$ cat config.mk
export PLATFORM = sky130hd
export DESIGN_NAME = qam_mapper
export DESIGN_NICKNAME = d
export VERILOG_FILES = /design/src/rtl/qam_mapper.sv
export SDC_FILE = /design/constraint.sdc
export NUM_CORES = 1
export LEC_CHECK = 0
export CAP_MARGIN = 10
export CORE_MARGIN = 2
export CORE_UTILIZATION = 45
export DETAILED_ROUTE_END_ITERATION = 10
export HOLD_SLACK_MARGIN = 0.1
export PLACE_DENSITY = 0.69
export REMOVE_ABC_BUFFERS = 1
export SLEW_MARGIN = 20
export SYNTH_ARGS = -nofsm -noshare
export SYNTH_HDL_FRONTEND = slang
export SYNTH_SLANG_ARGS = --single-unit
$ cat constraint.sdc
create_clock -name CLK_I -period 3.24 [get_ports CLK_I]
set_input_delay 0.648 -clock CLK_I [delete_from_list [all_inputs] [get_ports CLK_I]]
set_output_delay 0.648 -clock CLK_I [all_outputs]
set_load 0.01 [all_outputs]
$ cat src/rtl/qam_mapper.sv
// Unpacks 32-bit coded-bit words into a bit buffer and maps bps-bit groups to
// Gray-coded BPSK/QPSK/16QAM/64QAM samples {Im,Re} in Q1.15, one burst per frame.
module qam_mapper #(
    parameter int          BUF_W = 64,
    parameter logic [15:0] LVL_Q = 16'h5A82
) (
    input  logic        CLK_I,
    input  logic        RST_I,
    input  logic [31:0] DAT_I,
    input  logic        CYC_I,
    input  logic        STB_I,
    input  logic        WE_I,
    output logic        ACK_O,
    output logic [31:0] DAT_O,
    output logic        CYC_O,
    output logic        STB_O,
    output logic        WE_O,
    input  logic        ACK_I,
    input  logic [1:0]  MOD
);

    localparam int CNT_W = $clog2(BUF_W + 1);

    typedef enum logic [1:0] {IDLE, RUN, FLUSH} state_t;

    state_t             state_reg;
    logic [BUF_W-1:0]   buf_reg;
    logic [CNT_W-1:0]   buf_cnt_reg;
    logic [1:0]         mod_reg;
    logic [1:0]         mod_pend_reg;
    logic               cyc_d_reg;
    logic               rise_pend_reg;
    logic [31:0]        dat_o_reg;
    logic               stb_o_reg;
    logic               cyc_o_reg;

    logic [CNT_W-1:0]   bps;
    logic               cyc_rise;
    logic               accept;
    logic               take;
    logic [BUF_W-1:0]   buf_app;
    logic [BUF_W-1:0]   buf_next;
    logic [CNT_W-1:0]   cnt_next;

    function automatic logic [15:0] neg16(input logic [15:0] x);
        return 16'd0 - x;
    endfunction

    // Two-bit axis code {msb,lsb}: lsb selects inner/outer ring, msb the sign.
    function automatic logic [15:0] lvl16(input logic msb, input logic lsb);
        logic [15:0] mag;
        mag = lsb ? 16'h2AAA : 16'h7FFF;
        return msb ? mag : neg16(mag);
    endfunction

    function automatic logic [15:0] lvl64(input logic a, input logic b, input logic c);
        logic [15:0] mag;
        case ({b, c})
            2'b00:   mag = 16'h7FFF;
            2'b01:   mag = 16'h5B6D;
            2'b11:   mag = 16'h36DB;
            default: mag = 16'h1249;
        endcase
        return a ? mag : neg16(mag);
    endfunction

    function automatic logic [31:0] map_symbol(input logic [5:0] s, input logic [1:0] m);
        logic [15:0] re;
        logic [15:0] im;
        case (m)
            2'b00: begin
                re = s[0] ? 16'h8001 : 16'h7FFF;
                im = 16'h0000;
            end
            2'b01: begin
                re = s[0] ? neg16(LVL_Q) : LVL_Q;
                im = s[1] ? neg16(LVL_Q) : LVL_Q;
            end
            2'b10: begin
                re = lvl16(s[0], s[1]);
                im = lvl16(s[2], s[3]);
            end
            default: begin
                re = lvl64(s[0], s[1], s[2]);
                im = lvl64(s[3], s[4], s[5]);
            end
        endcase
        return {im, re};
    endfunction

    always_comb begin
        case (mod_reg)
            2'b00:   bps = CNT_W'(1);
            2'b01:   bps = CNT_W'(2);
            2'b10:   bps = CNT_W'(4);
            default: bps = CNT_W'(6);
        endcase
    end

    assign cyc_rise = CYC_I & ~cyc_d_reg;
    assign accept   = CYC_I & STB_I & WE_I & (buf_cnt_reg <= CNT_W'(BUF_W - 32)) & (state_reg == RUN);
    assign take     = (state_reg == RUN) & (buf_cnt_reg >= bps) & (~stb_o_reg | ACK_I);

    // Bits above buf_cnt are kept zero, so appending is a plain OR.
    always_comb begin
        buf_app  = buf_reg;
        cnt_next = buf_cnt_reg;
        if (accept) begin
            buf_app  = buf_reg | ({{(BUF_W-32){1'b0}}, DAT_I} << buf_cnt_reg);
            cnt_next = cnt_next + CNT_W'(32);
        end
        buf_next = buf_app;
        if (take) begin
            buf_next = buf_app >> bps;
            cnt_next = cnt_next - bps;
        end
    end

    // cyc_d resets high so a CYC_I held across reset is not taken as a fresh burst.
    always_ff @(posedge CLK_I or negedge RST_I) begin
        if (!RST_I) begin
            state_reg     <= IDLE;
            buf_reg       <= '0;
            buf_cnt_reg   <= '0;
            mod_reg       <= 2'b00;
            mod_pend_reg  <= 2'b00;
            cyc_d_reg     <= 1'b1;
            rise_pend_reg <= 1'b0;
            dat_o_reg     <= 32'd0;
            stb_o_reg     <= 1'b0;
            cyc_o_reg     <= 1'b0;
        end else begin
            cyc_d_reg <= CYC_I;

            if (take) begin
                dat_o_reg <= map_symbol(buf_reg[5:0], mod_reg);
                stb_o_reg <= 1'b1;
                cyc_o_reg <= 1'b1;
            end else if (ACK_I) begin
                stb_o_reg <= 1'b0;
            end

            case (state_reg)
                IDLE: begin
                    if (cyc_rise | rise_pend_reg) begin
                        state_reg     <= RUN;
                        buf_reg       <= '0;
                        buf_cnt_reg   <= '0;
                        mod_reg       <= cyc_rise ? MOD : mod_pend_reg;
                        rise_pend_reg <= 1'b0;
                    end
                end
                RUN: begin
                    buf_reg     <= buf_next;
                    buf_cnt_reg <= cnt_next;
                    if (!CYC_I && (buf_cnt_reg < bps)) begin
                        state_reg   <= FLUSH;
                        buf_reg     <= '0;
                        buf_cnt_reg <= '0;
                    end
                end
                FLUSH: begin
                    if (cyc_rise) begin
                        rise_pend_reg <= 1'b1;
                        mod_pend_reg  <= MOD;
                    end
                    if (!stb_o_reg) begin
                        cyc_o_reg <= 1'b0;
                        state_reg <= IDLE;
                    end
                end
                default: state_reg <= IDLE;
            endcase
        end
    end

    assign ACK_O = accept;
    assign DAT_O = dat_o_reg;
    assign STB_O = stb_o_reg;
    assign WE_O  = stb_o_reg;
    assign CYC_O = cyc_o_reg;

endmodule

Yosys cells after proc, flatten, opt, wreduce, memory -nomap -nowiden

Index checks and enable logic that the tools add are counted.

Register bits after elaboration: 113
Input bits: 40

Add/subtract/negate cells: 6
$lt $le $gt $ge: 3
Eq/ne operators: 12
Shift-type cells: 2
Mux-type cells: 41
Bitwise gates (word level): 12
Reductions and logical operators: 14

Operators with widths:

| cell                                                                  | number |
|---|---|
| 64-bit 2-to-1 mux                                                     | 4 |
| 16-bit 2-to-1 mux                                                     | 11 |
| 64-bit one-hot mux with 2 select lines                                | 1 |
| 16-bit one-hot mux with 3 select lines                                | 2 |
| 15-bit one-hot mux with 3 select lines                                | 2 |
| 64-bit bitwise OR                                                     | 1 |
| 32-bit by 7-bit << shifter with 64-bit output                         | 1 |
| 64-bit by 7-bit >> shifter with 64-bit output                         | 1 |
| 1-bit by 15-bit subtractor with 16-bit output, first input constant   | 2 |
| 1-bit by 16-bit subtractor with 16-bit output, first input constant   | 2 |
| 15-bit 2-to-1 mux                                                     | 2 |
| 7-bit 2-to-1 mux                                                      | 4 |
| 7-bit one-hot mux with 2 select lines                                 | 1 |
| 3-bit one-hot mux with 3 select lines                                 | 1 |
| 2-bit by 1-bit == test with 1-bit output, second input constant       | 4 |
| 2-bit == test, second input constant                                  | 4 |
| 2-bit zero test                                                       | 4 |
| 2-bit 2-to-1 mux                                                      | 4 |
| 7-bit by 6-bit adder with 7-bit output, second input constant         | 1 |
| 1-bit AND                                                             | 7 |
| 7-bit greater-or-equal comparator                                     | 1 |
| 7-bit by 6-bit <= comparator with 1-bit output, second input constant | 1 |
| 7-bit < comparator                                                    | 1 |
| 1-bit 2-to-1 mux                                                      | 7 |
| other kinds (13)                                                      | 21 |

Longest topological paths before layout

Depth after elaboration: 9
Mapped depth: 14
Mapped depth without buffers: 12

Least setup slack after synthesis

OpenSTA, ideal clock, no wires.

Kind: register -> register
Start point: register mod_reg[1]
End point: register buf_reg[28]
Arrival: 3.427 ns
Required time: 3.153 ns
Slack: -0.274 ns
Cell stages (with the launch flop): 14
Cell sequence: dfrtp_1 > clkbuf_1 > inv_1 > clkbuf_1 > clkbuf_1 > ha_1 > or4bb_1 > o31ai_1 > o21ai_1 > nor2_2 > nand2_1 > buf_2 > a21o_1 > o211ai_1

Longest elaborated chain between the ends: 8
Elaborated cells between the ends (all ways): 13
Classes of those cells: order compare (2); eq/ne (2); shift (1); mux (4); bitwise (2); reduce/logical (2)

RTL lines:

| item                                     | line | source |
|---|---|---|
| start, declared                          | 29   | `logic [1:0] mod_reg;` |
| start signal, assigned                   | 149  | `mod_reg <= cyc_rise ? MOD : mod_pend_reg;` |
| 2-bit == test (tied with other cells)    | 92   | `case (mod_reg)` |
| 3-bit one-hot mux with 3 select lines *  | 92   |  |
| 7-bit greater-or-equal comparator        | 102  | `assign take = (state_reg == RUN) & (buf_cnt_reg >= bps) & (~stb_o_reg \| ACK_I);` |
| 1-bit AND (2 in series)                  | 102  |  |
| 64-bit 2-to-1 mux                        | 113  | `if (take) begin` |
| 64-bit 2-to-1 mux *                      | 156  | `if (!CYC_I && (buf_cnt_reg < bps)) begin` |
| 64-bit one-hot mux with 2 select lines * | 143  | `case (state_reg)` |
| end signal, assigned                     | 154  | `buf_reg <= buf_next;` |
| end, declared                            | 27   | `logic [BUF_W-1:0] buf_reg;` |

Every way passes the cells marked *; elsewhere a longest branch is shown, timed or not.
A chain may end at the register's enable or synchronous reset.

Worst setup path after layout

Start point: register buf_cnt_reg[5]
End point: register buf_reg[56]

Longest elaborated chain between the ends: 8
Elaborated cells between the ends (all ways): 15
Classes of those cells: order compare (3); shift (2); mux (4); bitwise (5); reduce/logical (1)

RTL lines:

| item                                           | line | source |
|---|---|---|
| start, declared                                | 28   | `logic [CNT_W-1:0] buf_cnt_reg;` |
| start signal, assigned                         | 155  | `buf_cnt_reg <= cnt_next;` |
| 7-bit by 6-bit <= comparator with 1-bit output | 101  | `assign accept = CYC_I & STB_I & WE_I & (buf_cnt_reg <= CNT_W'(BUF_W - 32)) & (state_reg == RUN);` |
| 1-bit AND (2 in series)                        | 101  |  |
| 64-bit 2-to-1 mux                              | 108  | `if (accept) begin` |
| 64-bit by 7-bit >> shifter with 64-bit output  | 114  | `buf_next = buf_app >> bps;` |
| 64-bit 2-to-1 mux                              | 113  |  |
| 64-bit 2-to-1 mux *                            | 156  |  |
| 64-bit one-hot mux with 2 select lines *       | 143  |  |

Marked as above.

==> summary.txt <==
Outcome
  • Run status: finished, violations left
  • Failing checks: setup timing

Cells and area
  • Final instance area: 13,600 µm²
  • Final cell count without fillers: 1,798
  • Nets: 1,527
  • Area growth from synthesis to final layout: 28.4%
  • Fin util: 58.4%
  • Layout cells sized above 1: 26.7%
  • Final-layout fill cell count: 2,132
  • Max reg flops: 64

Clock network
  • Insertion delay to the later sink of the worst-skew pair: 0.37 ns
  • H-tree depth: 3
  • Root buf cell: clkbuf_16
  • Clock Pin Slew Worst Setup and Hold Paths: 0.09 ns
  • CTS Buf Count: 9
  • Clk sinks: 109
  • CTS tree: done
  • Clock Tree Buf Depth: 2

Setup path
  • WP data arrival: 3.55 ns
  • Slowest-stage cell, CP: nor3_1
  • WS Path Type: reg2reg
  • Worst setup EP type: flop
  • Required @ worst endpoint: 3.51 ns
  • Crit start category: flop
  • CP peak stage delay: 0.68 ns
  • Crit path cell chain: buf_6 -> nand2b_1 -> nor3_1 -> nand2_1 -> o22ai_1 -> a211oi_2 -> buf_4 -> a211o_1 -> o21ai_0
  • Crit path max fanout: 26

Synth
  • Post-synthesis sequential area ratio: 25.7%
  • Seq cells post-synth: 109
  • Most used DFF post-synth: dfrtp_1
  • Syn Inst Count: 1,237
  • Async set-reset flop share out of synthesis: 100%
  • Syn_area_per_cell: 8.58 µm²
  • Mapped Area: 10,600 µm²
  • Netlist cell types: 92
  • Ys Warns: 0
  • EDFF count, synth: 0

Die
  • Die width: 158 µm
  • DIE AREA: 24,800 µm²
  • Core region area: 23,300 µm²
  • Initial Utilization: 45.5%
  • Standard-cell row count: 56
  • I/O pin total: 76
  • Die Ht: 158 µm

Timing
  • Setup Total Neg Slack: -0.0403 ns
  • Post-route minimum period: 3.28 ns
  • Relative slew slack: 36.9%
  • Clock skew: 0.0104 ns
  • Max-slew violations: 0
  • PnR worst setup slack: -0.0403 ns
  • RSZ-0062 raised after global routing: yes
  • Slew @ Worst Pin: 0.943 ns
  • Final Hold Violating Endpoints: 0
  • Period utilisation layout: 101%
  • Worst hold margin: 0.292 ns
  • Fmax: 0.305 GHz
  • Final setup violation count: 1

Placement
  • Detailed placement HPWL: 36.4 mm
  • IO Port Bufs: 75
  • Placed cells: 1,774
  • Placer Congestion: 1.13
  • Post-DP Area: 13,200 µm²
  • Post-place setup slack: -0.280 ns

Min path
  • Worst min path class: in2async

Global routing
  • Largest net degree at the start of global routing: 77
  • Initial antenna violation count: 0
  • Overflow after GRT: 0
  • First-pass GRT wire length: 73.3 mm
  • Vias in the first global route: 11,875
  • Tot GR Track Use: 39.5%

Detailed routing
  • Drt initial violations: 1,814
  • Final ANT Viol Nets: 0
  • DRC: 0
  • Final wirelength: 48.4 mm
  • WL per Instance: 26.9 µm
  • Vias per cell: 6.83
  • Via Count: 12,273
  • Drt pass-1 iters: 6

Pwr
  • Design Power: 12.4 mW
  • Leak: 5.62 nW
  • Power density over the cells: 907 nW/µm²
  • Worst VDD drop: 602 µV

Job
  • Max-cap violations: 0
==> Yosys cell counts, drive strengths merged (14+ instances only) <==
library cell	n	area (µm²)
nor3	28	140
buf	49	303
nand3	51	255
a211oi	20	155
dfrtp	108	2700
a21oi	83	423
a22oi	25	188
o22ai	21	138
inv	25	93.8
o221ai	17	149
a31oi	32	200
ha	14	175
nor2	103	409
mux4	48	1100
a211o	15	131
nor2b	14	87.6
clkbuf	57	214
o21ai	77	389
mux2i	47	478
a21o	16	120
mux2	31	349
nand2	102	385
o211ai	25	188
==> metal layers <==
| layer | global-route usage [%] | vias to the layer above | part of all wire (%) |
|---|---|---|---|
| li1 | - | 5304 | - |
| met1 | 51.2 | 5883 | 38 |
| met2 | 60.0 | 894 | 43 |
| met3 | 10.9 | 192 | 12 |
| met4 | 21.2 | 0 | 6.4 |
| met5 | 0 | - | 0 |
==> path summary, 6_finish.rpt <==
path | endpoint | cells past startpoint | from | slack, ns
worst min-delay path | mod_reg[0] | 1 | RST_I | 0.29
worst max-delay path | buf_reg[56] | 9 | buf_cnt_reg[5] | -0.04
worst max register to register | buf_reg[56] | 9 | buf_cnt_reg[5] | -0.04
worst min register to register | DAT_O[14] | 2 | DAT_O[14] | 0.47
max in group asynchronous | DAT_O[8] | 2 | RST_I | 2.15
min in group CLK_I | DAT_O[14] | 2 | DAT_O[14] | 0.47
==> where the power goes <==
group          switching (mW)  internal [mW]  total [mW]
clock network           0.650          0.563        1.21
logic                    5.28           3.61        8.88
registers               0.395           1.86        2.26
==> layout by cell type, fill, tap and decap left out, types with 14 or more instances in the layout <==
cell type / count
o211ai_1: 25
nor2b_1: 14
mux2i_1: 45
a211o_1: 15
o221ai_1: 17
nor2_1: 97
a21oi_1: 80
dfrtp_1: 104
mux2_2: 31
nand3_1: 51
o21ai_0: 72
clkdlybuf4s50_1: 73
inv_1: 24
a22oi_1: 25
mux4_2: 44
nand2_1: 101
a31oi_1: 32
a21o_1: 16
a211oi_1: 18
nor3_1: 28
buf_4: 248
o22ai_1: 20
ha_1: 14
==> final cells by class <==
| cell class | instances | area [µm²] | area share [%] |
|---|---|---|---|
| Tap cell | 319 | 399 | 2.93 |
| Antenna cell | 1 | 2.50 | 0.0184 |
| Inverter | 26 | 97.6 | 0.716 |
| Clock buffer | 9 | 225 | 1.65 |
| Sequential cell | 109 | 2740 | 20.1 |
| Multi-Input combinational cell | 996 | 7300 | 53.6 |
| Clock inverter | 7 | 91.3 | 0.670 |
| Timing Repair Buffer | 331 | 2780 | 20.4 |
==> what timing repair did <==
item                                    CTS  global route
gates resized for setup                   1             9
pin swaps                                 1             1
endpoints found under the setup margin    2            21
hold endpoints to repair                  0             0
hold buffers                              0             0
cloned                                    0             0
buffers inserted                          1             6
==> cells by family after synthesis <==
| logic type | share of synthesized area, % |
|---|---|
| adder cells (fa/ha/maj) | 1.65 |
| AO/OA/AOI/OAI | 29.5 |
| AND/OR/NAND/NOR | 18.3 |
| XOR/XNOR | 0.908 |
| multiplexers | 18.2 |
| flip-flops | 25.7 |
| buffers and inverters | 5.79 |
==> critical path, delay by kind of cell, from the launching register on <==
| family | cells | cell delay [ns] |
|---|---|---|
| AO/OA/AOI/OAI | 4 | 0.96 |
| buffers and inverters | 2 | 0.46 |
| flip-flops | 1 | 0.47 |
| AND/OR/NAND/NOR | 3 | 1.27 |
Power figures use the tool's default switching activity.
